[src/rtl/ahb_tdes_pkg.sv]
// Shared encodings for the AHB-Lite front end of the Triple-DES core:
// transfer types, register offsets and the bus response code.
package ahb_tdes_pkg;

    typedef enum logic [1:0] {
        HTRANS_IDLE   = 2'b00,
        HTRANS_BUSY   = 2'b01,
        HTRANS_NONSEQ = 2'b10,
        HTRANS_SEQ    = 2'b11
    } htrans_e;

    localparam logic [7:0] OFF_DATA   = 8'h00;
    localparam logic [7:0] OFF_KEY1   = 8'h08;
    localparam logic [7:0] OFF_KEY2   = 8'h10;
    localparam logic [7:0] OFF_KEY3   = 8'h18;
    localparam logic [7:0] OFF_CTRL   = 8'h20;
    localparam logic [7:0] OFF_RESULT = 8'h28;
    localparam logic [7:0] OFF_STATUS = 8'h30;

    localparam logic HRESP_OKAY = 1'b0;

endpackage

[src/rtl/ahb_lite_slave_controller.sv]
// Zero-wait-state AHB-Lite register slave feeding the Triple-DES core:
// one address-phase pipeline stage plus the data/key/control/result registers.
module ahb_lite_slave_controller
    import ahb_tdes_pkg::*;
#(
    parameter logic [31:0] BASE_ADDR = 32'h0000_0000
) (
    input  logic        HCLK,
    input  logic        HRESET,
    input  logic        HMASTLOCK,
    input  logic        HREADY,
    input  logic        HSEL,
    input  logic        HWRITE,
    input  logic [1:0]  HTRANS,
    input  logic [2:0]  HBURST,
    input  logic [2:0]  HSIZE,
    input  logic [3:0]  HPROT,
    input  logic [31:0] HADDR,
    input  logic [63:0] HWDATA,
    output logic [63:0] HRDATA,
    output logic        HRESP,
    input  logic        outputEnable,
    input  logic [63:0] outputData,
    output logic        enable,
    output logic        encryptionType,
    output logic [63:0] data,
    output logic [63:0] key1,
    output logic [63:0] key2,
    output logic [63:0] key3
);

    logic [7:0]  off_reg;
    logic        wr_reg;
    logic        valid_reg;
    logic        hit_reg;
    logic [63:0] data_reg;
    logic [63:0] key_reg [3];
    logic        enc_reg;
    logic        enable_reg;
    logic [63:0] result_reg;
    logic        status_reg;
    logic [63:0] rdata_next;

    logic accept;
    logic dphase;
    logic wr_data;
    logic wr_ctrl;

    // Only NONSEQ/SEQ have bit 1 set, so HTRANS[1] alone qualifies a real transfer.
    assign accept  = HSEL & HREADY & HTRANS[1];
    assign dphase  = valid_reg & hit_reg;
    assign wr_data = dphase & wr_reg & (off_reg == OFF_DATA);
    assign wr_ctrl = dphase & wr_reg & (off_reg == OFF_CTRL);

    always_ff @(posedge HCLK) begin
        if (HRESET) begin
            off_reg    <= '0;
            wr_reg     <= 1'b0;
            valid_reg  <= 1'b0;
            hit_reg    <= 1'b0;
            data_reg   <= '0;
            enc_reg    <= 1'b0;
            enable_reg <= 1'b0;
            result_reg <= '0;
            status_reg <= 1'b0;
        end else begin
            valid_reg <= accept;
            if (accept) begin
                off_reg <= HADDR[7:0];
                wr_reg  <= HWRITE;
                hit_reg <= (HADDR[31:8] == BASE_ADDR[31:8]);
            end
            if (wr_data)
                data_reg <= HWDATA;
            if (wr_ctrl)
                enc_reg <= HWDATA[0];
            enable_reg <= wr_ctrl;
            if (outputEnable)
                result_reg <= outputData;
            // A new start request invalidates any result still sitting in RESULT.
            if (wr_ctrl)
                status_reg <= 1'b0;
            else if (outputEnable)
                status_reg <= 1'b1;
        end
    end

    genvar gi;
    generate
        for (gi = 0; gi < 3; gi++) begin : g_key
            localparam logic [7:0] KEY_OFF = OFF_KEY1 + 8'(gi * 8);
            always_ff @(posedge HCLK) begin
                if (HRESET)
                    key_reg[gi] <= '0;
                else if (dphase && wr_reg && off_reg == KEY_OFF)
                    key_reg[gi] <= HWDATA;
            end
        end
    endgenerate

    always_comb begin
        rdata_next = '0;
        if (dphase && !wr_reg) begin
            case (off_reg)
                OFF_DATA:   rdata_next = data_reg;
                OFF_KEY1:   rdata_next = key_reg[0];
                OFF_KEY2:   rdata_next = key_reg[1];
                OFF_KEY3:   rdata_next = key_reg[2];
                OFF_CTRL:   rdata_next = {63'b0, enc_reg};
                OFF_RESULT: rdata_next = result_reg;
                OFF_STATUS: rdata_next = {63'b0, status_reg};
                default:    rdata_next = '0;
            endcase
        end
    end

    assign HRDATA         = rdata_next;
    assign HRESP          = HRESP_OKAY;
    assign enable         = enable_reg;
    assign encryptionType = enc_reg;
    assign data           = data_reg;
    assign key1           = key_reg[0];
    assign key2           = key_reg[1];
    assign key3           = key_reg[2];

    logic unused_inputs;
    assign unused_inputs = &{1'b0, HMASTLOCK, HBURST, HSIZE, HPROT, HTRANS[0]};

endmodule

[config.mk]
export PLATFORM = sky130hd
export DESIGN_NAME = ahb_lite_slave_controller
export DESIGN_NICKNAME = d
export VERILOG_FILES = /design/src/rtl/ahb_tdes_pkg.sv /design/src/rtl/ahb_lite_slave_controller.sv
export SDC_FILE = /design/constraint.sdc
export NUM_CORES = 1
export LEC_CHECK = 0
export ABC_AREA = 1
export BUFFER_PORTS_ARGS = -buffer_cell sky130_fd_sc_hd__buf_2
export CAP_MARGIN = 10
export CORE_AREA = 2 2 193 195
export CTS_CLUSTER_SIZE = 25
export DETAILED_ROUTE_END_ITERATION = 10
export DIE_AREA = 0 0 195 197
export GPL_TIMING_DRIVEN = 0
export PLACE_DENSITY_LB_ADDON = 0.2
export SYNTH_ARGS = -nofsm -noshare
export SYNTH_HDL_FRONTEND = slang
export SYNTH_SLANG_ARGS = --single-unit
[constraint.sdc]
create_clock -name HCLK -period 3.3 [get_ports HCLK]
set_input_delay 0.66 -clock HCLK [delete_from_list [all_inputs] [get_ports HCLK]]
set_output_delay 0.66 -clock HCLK [all_outputs]
set_load 0.05 [all_outputs]
======== After elaboration in Yosys (flattened, before gate mapping) ========
Memory sizes are Yosys's and may differ from the RTL's.
Cells that the tools add are included.
word-level totals
  bits in registers ....................... 142
  RAM bits ................................ 192
  input bits .............................. 179
  output and inout port bits .............. 323
  logic and storage cells ................. 50
  memories ................................ 1
cells by class
  equality and inequality tests ........... 6
  multiplexer cells ....................... 16
  bitwise gates (word level) .............. 9
  reduce and logical (&&, ||, !) cells .... 9
memory list
  memory   words  bits a word  rd ports  clocked after memory_dff  wr ports  line                             RTL
  key_reg  3      64           3         0                         3         ahb_lite_slave_controller.sv:37  logic [63:0] key_reg [3];
operators with widths
  kind                                                              count
  64-bit one-hot mux with 7 select lines                            1
  64-bit two-way mux                                                4
  8-bit by 6-bit == test with 1-bit output (second input constant)  3
  24-bit logical NOT                                                1
  8-bit by 5-bit == test with 1-bit output (second input constant)  2
  1-bit two-way mux                                                 11
  8-bit by 4-bit == test with 1-bit output (second input constant)  1
  8-bit logical NOT                                                 1
  1-bit bitwise AND                                                 6
  1-bit logical AND                                                 5
  1-bit bitwise OR                                                  3
  2-bit OR reduction                                                1
  1-bit logical NOT                                                 1

======== Depth between registers and ports, before layout ========
Gate-level depths: netlist of the first run.
  word-level depth ........................ 7
  gate-level depth with buffers ........... 10
  depth with buffers taken out ............ 9

======== Worst setup path after synthesis of the first run ========
No wires, ideal clock.
  kind .................................... input to register
  start point ............................. input HRESET
  end point ............................... memory key_reg[0][0] (enable)
  setup time .............................. 0.689 ns
  arrival ................................. 2.436 ns
  data required time ...................... 2.611 ns
  slack ................................... 0.174 ns
  stages .................................. 4
  buffers on the path ..................... 2
  cells stage by stage .................... inv_2 clkbuf_1 clkbuf_1 nand2_1
RTL lines
  item             line                             RTL
  start, declared  ahb_lite_slave_controller.sv:9   input logic HRESET,
  end, declared    ahb_lite_slave_controller.sv:37

======== Worst setup path after layout of the first run ========
  start point ............................. register off_reg[0]
  end point ............................... output HRDATA[5]
on the way
  cells in the longest elaborated chain, start to end .. 3
  elaborated cells on any way between the ends .. 9
  classes of those cells .................. 6 x eq/ne; 2 x mux; 1 x reduce/logical
RTL lines
  item                                                                    line                              RTL
  start, declared                                                         ahb_lite_slave_controller.sv:32   logic [7:0] off_reg;
  start signal, assigned                                                  ahb_lite_slave_controller.sv:69   off_reg <= HADDR[7:0];
  8-bit by 6-bit == test with 1-bit output, or another cell as far along  ahb_lite_slave_controller.sv:104  case (off_reg)
  64-bit one-hot mux with 7 select lines (*)                              ahb_lite_slave_controller.sv:104
  64-bit two-way mux (*)                                                  ahb_lite_slave_controller.sv:103  if (dphase && !wr_reg) begin
  end, declared                                                           ahb_lite_slave_controller.sv:20   output logic [63:0] HRDATA,
Mark *: on every way between the ends. The rest lies on a longest branch, timed or not.

==> results.txt, run 1 <==
The critical path is of the flip-flop to output port type. Starting density of the core: 39.4%. The final non-filler cell area is 18800 sq um, and the final critical-path share of the clock period is 96.8%.

The logs give 1113 for the number of DRC markers in iteration 0 and 54100 microns for the final wirelength. The startpoint identified for the worst hold timing path is HRESET. The register with the most flip-flops in the layout has 192 of them. STA classifies the critical path startpoint as a flip-flop. Counting flops with an async set or reset pin after synthesis yields a share of 0%.

The post-synthesis sequential element count is 334. After detailed placement, the total cell area comes to 17400 sq um. Hold is met by 334 ps. The tools report the count of unique library cells instantiated by Yosys as 24. The final count of hold timing violations is 0, and the leakage power is 9.03 nW. The run finished with clean final reports. The placeable core region came out at 36300 sq um.

The power density relative to cell area is 527 nW/um^2. The number of warnings issued by yosys is 0, and the arrival time of data at the critical path endpoint is 2530 ps. The number of DRC violations after detailed routing came out at 0. The worst setup path is captured at an output port.

The relative area change from synthesis to final layout is 31.7%, and the number of H-tree levels is 2. The clock transition at the register clock pins on the worst setup and hold paths after CTS works out to 60 ps. The logs give 13700 for the number of global-route vias before repair and 2409 for the number of nets in the final layout.

Fill cells in the final layout number 3543. For this block, wires on met1 add up to 21300 microns. The critical-path maximum fanout is 10, and the average instance area after synthesis is 8.41 sq um. The critical register-to-register path startpoint is off_reg[4]$_SDFFE_PP0P_.

The detailed route wirelength on metal2 is 25700 microns. Registers take 8610 sq um. The number of nets handed over by synthesis was 1878.

Setup violations remaining at the end of the flow were counted as 0. The most critical setup path has its startpoint at off_reg[0]$_SDFFE_PP0P_. The tools report the pre-CTS setup slack as -180 ps. In this run the horizontal extent of the chip is 195 microns. The tightest min-delay check is of the input port to flip-flop type. Mean number of vias per cell: 5.11. The I/O pin count was 502. The wire length on met3 is 5070 microns, and the final routed wire length divided by cell count is 19.8 microns. The tools report the number of buffers on the longest clock path as 3.

TritonCTS built the clock tree. The tools report the area of combinational cells with multiple inputs as 4920 sq um. Worst-margin pin slew: 847 ps. Routability-driven placement finished with a final weighted congestion of 0.922. Among all flip-flop cells after synthesis, the most frequent one is sky130_fd_sc_hd__edfxtp_1.

The logs give 334 for the sink count of the clock tree and 0 for the total congestion overflow. The tools report the data required time at the worst endpoint as 2640 ps. The initial antenna violation count came out at 8.

The tools report the post-route clock skew as 13.5 ps. The count of input and output buffers was 487; the number of hold buffers added after CTS was 0. Detailed placement ended at an HPWL of 39000 microns. The tools report the total track usage as 27.5%. Based on the critical path, the design can be clocked at up to 0.313 GHz.

Final-report max-slew violation count: 0. The maximum ir drop on the vdd rail came out at 0.000402 V. The die covers 38400 sq um. Setup total negative slack on the finished layout was measured at 0 ps. Clock network latency to the later pin of the worst-skew pair: 550 ps. Summing every instance area after synthesis gives 14300 sq um.

The first detailed-routing pass ran for 8 iterations. The first global-routing pass estimated 79700 microns of wire. Cells with a size suffix above 1 make up 28.1% of the layout.

In the synthesized netlist, the number of instances is 1699. After floorplanning, the core was divided into 70 placement rows. The die extent in y came out at 197 microns. The clock root buffer is sky130_fd_sc_hd__clkbuf_16.

The minimum period implied by the final worst setup slack came out at 3190 ps. The run gives 43.5% as the max-slew headroom at the worst pin. The via count came out at 14000. Buffers inserted during clock tree synthesis total 38. In this run, synthesis inferred 192 flip-flops with an integrated enable. Top metal layer carrying routed signals: met5. The smallest setup slack after layout is 106 ps, and the maximum number of pins on one net before global-route repair is 41. The tools report the final total power as 9.92 mW. The residual antenna-violating net count after detailed routing was 0; the sequential share of the synthesized area was 60.3%. Max-cap violations in this run came to 0.
==> metal layers <==
metal	global-route usage (%)	vias to the layer above
li1	-	6548
met2	45.4	713
met3	5.42	126
met1	35.2	6572
met5	0	-
met4	12.3	6
==> layout by cell type (no fill, tap or decap), types with 44 or more instances in the layout <==
cell / instances
sky130_fd_sc_hd__buf_2: 509
sky130_fd_sc_hd__a21oi_1: 74
sky130_fd_sc_hd__clkbuf_1: 44
sky130_fd_sc_hd__o21ai_0: 137
sky130_fd_sc_hd__dfxtp_1: 142
sky130_fd_sc_hd__nor2_1: 472
sky130_fd_sc_hd__edfxtp_1: 192
sky130_fd_sc_hd__inv_1: 75
sky130_fd_sc_hd__nand2_1: 406
sky130_fd_sc_hd__nand3_1: 74
==> worst paths after layout <==
check | slack, ps | end | cells after the start
setup reg to reg | 750 | key_reg[0][15]$_SDFFCE_PN0P_ | 8
setup / recovery | 110 | HRDATA[5] | 9
hold reg to reg | 470 | off_reg[1]$_SDFFE_PP0P_ | 2
hold / removal | 330 | wr_reg$_SDFFE_PP0P_ | 2
==> stage by stage <==
| stage | util [%] | std cells |
|---|---|---|
| 6_report | 51.9 | 2734 |
| 5_1_grt | 51.9 | 2732 |
| 4_1_cts | 51.6 | 2728 |
| 3_5_place_dp | 48.0 | 2657 |
| 3_3_place_gp | 47.7 | 2654 |
| 2_1_floorplan | - | 1699 |
==> what timing repair did <==
action | CTS | global route
hold endpoints to repair | 0 | 0
setup endpoints to repair | 64 | 55
gates cloned | 0 | 0
setup buffers | 1 | 0
pin swaps | 1 | 0
gates resized for setup | 8 | 52
==> where the power goes <==
group	internal (mW)	switching, mW	total [mW]
Clock	2.62	1.69	4.31
Combinational	0.246	0.746	0.991
Sequential	4.54	0.0811	4.62
Total	7.40	2.52	9.92
==> synth_stat cells, drive strengths merged, types with 2 or more instances <==
| library cell | count | share of area [%] |
|---|---|---|
| a21oi | 74 | 2.6 |
| buf | 68 | 2.6 |
| clkbuf | 34 | 0.89 |
| dfxtp | 142 | 20 |
| edfxtp | 192 | 40 |
| inv | 78 | 2.0 |
| nand2 | 411 | 11 |
| nand3 | 77 | 2.9 |
| nor2 | 478 | 13 |
| nor4 | 2 | 0.088 |
| o21ai | 137 | 4.8 |
==> worst max-delay path: stages, from the launching register on <==
cell                       delay, ps
sky130_fd_sc_hd__dfxtp_1         310
sky130_fd_sc_hd__nor2_1          160
sky130_fd_sc_hd__nand2_1         170
sky130_fd_sc_hd__nor2_1          200
sky130_fd_sc_hd__nor2_1           70
sky130_fd_sc_hd__nand3_1         130
sky130_fd_sc_hd__nand2_4         180
sky130_fd_sc_hd__clkbuf_4        270
sky130_fd_sc_hd__nor2_1          270
sky130_fd_sc_hd__buf_6           210
==> cells by family after synthesis <==
kind of cell | after synthesis | synth area share, %
other cells | 1 | 0.0263
compound gates | 213 | 7.52
simple gates | 970 | 26.6
buf+inv | 181 | 5.58
flops | 334 | 60.3
==> area by class of cell <==
type                    instances  area share [%]
diodes                          6          0.0798
plain buffers                 102            2.97
multi-input cells            1184            26.1
well taps                     468            3.11
clock inverters                 6           0.459
clock buffers                  64            6.34
repair buffers                491            13.6
flip-flops and latches        334            45.7
inverters                      79            1.58
No activity file was read; power rests on OpenSTA's default activity.
==> run 2: changes to the inputs <==
GPL_TIMING_DRIVEN = default   (was 0)
==> run 2 against run 1 <==
Against the previous run: utilization down 1.0 points; first-iteration DRC count down 24%; global-route usage shrank 1.4 points; clock power is 3% lower; worst setup slack better by 49 ps.
==> results.txt, run 2 (synthesis results as in run 1) <==
Setup repair after global routing could not meet its margin everywhere. For the number of hold buffers added after CTS, the log shows 0 (unchanged). The tools report the max-slew headroom at the worst pin as 14.7% (-29 points).

The tools report the internal power consumption as 7.26 mW (-1.8%). The initial antenna violation count is 10 (+2). The library cell contributing the largest single delay on the critical path is sky130_fd_sc_hd__buf_4.

The count of input and output buffers was 488 (+0.21%). The run gives 47.3% (+0.7 points) as the sequential share of power. The mean number of vias per cell works out to 5.00 (-2.2%). The number of buffers on the longest clock path is 3 (unchanged), and the final-layout setup total negative slack is 0 ps (unchanged). The number of global-route vias before repair came out at 12800 (-6.4%). CTS buffer count: 37 (-2.6%). Among the stages of the critical path, the cell type that occurs most often is sky130_fd_sc_hd__nor2_1. The tools report the final non-filler cell area as 18400 sq um (-2.0%). The arrival time of data at the critical path endpoint is 2490 ps (-40 ps).

The I/O pin count was 502 (unchanged); the relative area change from synthesis to final layout was 29.1%. Switching fraction of total power: 25.5% (+0.16 points). The final critical-path share of the clock period was 95.3% (-1.5 points); the number of H-tree levels was 2 (unchanged).

The final count of hold timing violations was 0 (unchanged). The run finished with clean final reports. The logic depth of the worst path, buffers included came out at 9 (unchanged). For the starting density of the core, the log shows 39.4% (unchanged).

The total track usage was 26.1% (-1.4 points); the met1 routing resource usage after global routing was 33.1% (-2.1 points). The maximum frequency from static timing analysis was 0.318 GHz (+1.6%); the minimum period implied by the final worst setup slack was 3150 ps (-48.9 ps). The tools report the reg-to-reg endpoint as key_reg[2][15]$_SDFFCE_PN0P_.

TritonCTS built the clock tree. The clock transition at the register clock pins on the worst setup and hold paths after CTS is 70 ps (about the same), and the die extent in y is 197 microns (unchanged). The critical-path maximum fanout works out to 26 (+16). Worst setup path endpoint: HRDATA[1]. For the met2 track demand over resource in global routing, the log shows 43.8% (-1.6 points). The critical path goes through nor2_1 > nand2_1 > nor2_4 > buf_4 > nand2_1 > nand3_1 > nor2_1 > nor2_1 > buf_2.

The width of the chip is 195 microns (unchanged). Final routed wire length divided by cell count: 19.3 microns (-2.2%). Combinational group share of total power: 10.0% (about the same). The worst-case hold slack is 355 ps (+21.2 ps).

The tools report the leakage power as 8.79 nW (-2.7%). The logs give 520 ps (-30 ps) for the clock network latency to the later pin of the worst-skew pair and 111 (+170%) for the maximum number of pins on one net before global-route repair. The number of gates resized after CTS is 0 (-8). The worst reg-to-reg setup slack was 880 ps (+130 ps). The path category of the worst min-delay check was input port to flip-flop. The placeable core region is 36300 sq um (unchanged).

The logs give 9.76 mW (-1.6%) for the final total power and 334 (unchanged) for the sink count of the clock tree. The share of post-route cells with drive strength above 1 was 26.8% (-1.3 points); the number of DRC markers in iteration 0 was 843 (-24%). The post-placement cell area is 17200 sq um (-1.2%). The detailed-router iteration count before antenna repair was 5 (-3); the residual antenna-violating net count after detailed routing was 0 (unchanged). The startpoint type of the worst setup path was a flip-flop.

Power density relative to cell area: 529 nW/um^2 (+0.40%). The clock root buffer is sky130_fd_sc_hd__clkbuf_16. The logs give 8.53 ps (-4.98 ps) for the post-route clock skew and 0 (unchanged) for the final-report max-slew violation count. The number of flip-flops in the largest register is 192 (unchanged), and the maximum ir drop on the vdd rail is 0.000371 V (-7.7%). Grouping stages by cell kind, the critical path spends the most delay in simple AND/OR/NAND/NOR gates. The type of the setup path with the least slack is flip-flop to output port. The logs give 76700 microns (-3.7%) for the global-route wire length before repair and 0 (unchanged) for the number of DRC violations after detailed routing. The net switching power is 2.49 mW (-0.99%).

The final wirelength was 51400 microns (-4.9%). The die area was 38400 sq um (unchanged); the total congestion overflow was 0 (unchanged). The most frequent standard cell in the layout excluding fill and tap cells was sky130_fd_sc_hd__buf_2. The logs give 0 (-1) for the number of setup buffers added after CTS and 0.858 (-6.9%) for the last weighted congestion value of the routability-driven placer.

The largest stage delay on the critical path works out to 390 ps (+80 ps). The run gives 0 (unchanged) as the number of violations of the max-capacitance limit. The run gives 33300 microns (-14%) as the post-DP HPWL.

STA classifies the critical path endpoint as an output port. Data required time at the worst endpoint: 2640 ps (about the same). The worst register-to-register path begins at off_reg[3]$_SDFFE_PP0P_. The tools report the fill cell total of the finished layout as 3512 (-0.87%).

The layer flagged by global routing as most heavily used is met2. In the layout the commonest cells are sky130_fd_sc_hd__buf_2 (488), sky130_fd_sc_hd__nor2_1 (471), sky130_fd_sc_hd__nand2_1 (407), sky130_fd_sc_hd__edfxtp_1 (192), sky130_fd_sc_hd__dfxtp_1 (142). The worst-margin pin slew is 1280 ps (+433 ps). In this run the worst setup path begins at off_reg[0]$_SDFFE_PP0P_.

The number of buffers and inverters on the critical path came out at 2 (unchanged). The number of nets in the final layout is 2332 (-3.2%), and the number of cell rows is 70 (unchanged). The portion of total power attributed to the clock network is 42.8% (-0.6 points). The via count is 13300 (-4.9%). Total of endpoints with negative setup slack in the final report: 0 (unchanged). The cell depth of the worst flop-to-flop path was 8 (unchanged); the met3 capacity usage during global routing was 5.72% (+0.29 points).
## run 2: changes by cell type in the layout (fill, tap and decap cells not counted), moves of 2 or more
cell / previous run / this run
sky130_fd_sc_hd__nor2_4: 3 / 6
sky130_fd_sc_hd__clkbuf_2: 5 / 0
sky130_fd_sc_hd__bufinv_16: 2 / 4
sky130_fd_sc_hd__clkbuf_4: 17 / 0
sky130_fd_sc_hd__diode_2: 6 / 10
sky130_fd_sc_hd__buf_12: 2 / 8
sky130_fd_sc_hd__clkbuf_8: 8 / 6
sky130_fd_sc_hd__buf_4: 26 / 15
sky130_fd_sc_hd__nor2_2: 3 / 1
sky130_fd_sc_hd__clkbuf_16: 41 / 37
sky130_fd_sc_hd__clkbuf_1: 44 / 13
sky130_fd_sc_hd__buf_2: 509 / 488
## run 2: worst min path at each step
| stage | startpoint | endpoint | slack [ps] | cells past startpoint |
|---|---|---|---|---|
| 3_5_place_dp | off_reg[0]$_SDFFE_PP0P_ | off_reg[0]$_SDFFE_PP0P_ | 470 | 2 |
| 5_1_grt | HWDATA[0] | encryptionType$_SDFFE_PP0P_ | 360 | 3 |
| 2_1_floorplan | off_reg[0]$_SDFFE_PP0P_ | off_reg[0]$_SDFFE_PP0P_ | 440 | 2 |
| 6_report | HWDATA[0] | encryptionType$_SDFFE_PP0P_ | 350 | 3 |
| 4_1_cts | HWDATA[0] | encryptionType$_SDFFE_PP0P_ | 330 | 3 |
| 3_3_place_gp | off_reg[0]$_SDFFE_PP0P_ | off_reg[0]$_SDFFE_PP0P_ | 460 | 2 |
## run 2: power by group through the flow
| stage | Clock, mW | Combinational (mW) | Sequential (mW) |
|---|---|---|---|
| after global placement | 0 | 0.960 | 4.69 |
| after CTS | 4.23 | 0.971 | 4.61 |
| final | 4.17 | 0.971 | 4.61 |
| after global routing | 4.40 | 1.04 | 4.63 |
| after floorplan | 0 | 0.306 | 4.99 |
| after detailed placement | 0 | 0.969 | 4.70 |
## run 2: final cells by class
| class | instances | area, sq um | area share [%] |
|---|---|---|---|
| multi-input combinational | 1184 | 4940 | 26.8 |
| clock inverter | 10 | 154 | 0.835 |
| timing repair buffer | 517 | 2790 | 15.1 |
| clock buffer | 55 | 1040 | 5.66 |
| tap | 468 | 586 | 3.18 |
| inverter | 79 | 299 | 1.62 |
| sequential | 334 | 8610 | 46.7 |
| antenna | 10 | 25.0 | 0.136 |
## run 2: tightest hold or removal path: stages
cell and delay, ps:
sky130_fd_sc_hd__buf_2 90, sky130_fd_sc_hd__nand2_1 50, sky130_fd_sc_hd__nand2_1 40
## run 2: through the flow
stage	util (%)	setup WS, ps	cells
5_1_grt	50.8	-19.0	2655
6_report	50.9	155	2657
3_3_place_gp	47.4	633	2582
2_1_floorplan	-	174	1699
4_1_cts	50.7	75.0	2647
3_5_place_dp	47.4	581	2582
## run 2: routing by layer
layer / vias up / wire, microns
met5: - / 11
li1: 6381 / -
met4: 2 / 1430
met1: 6152 / 20600
met2: 633 / 25000
met3: 106 / 4430
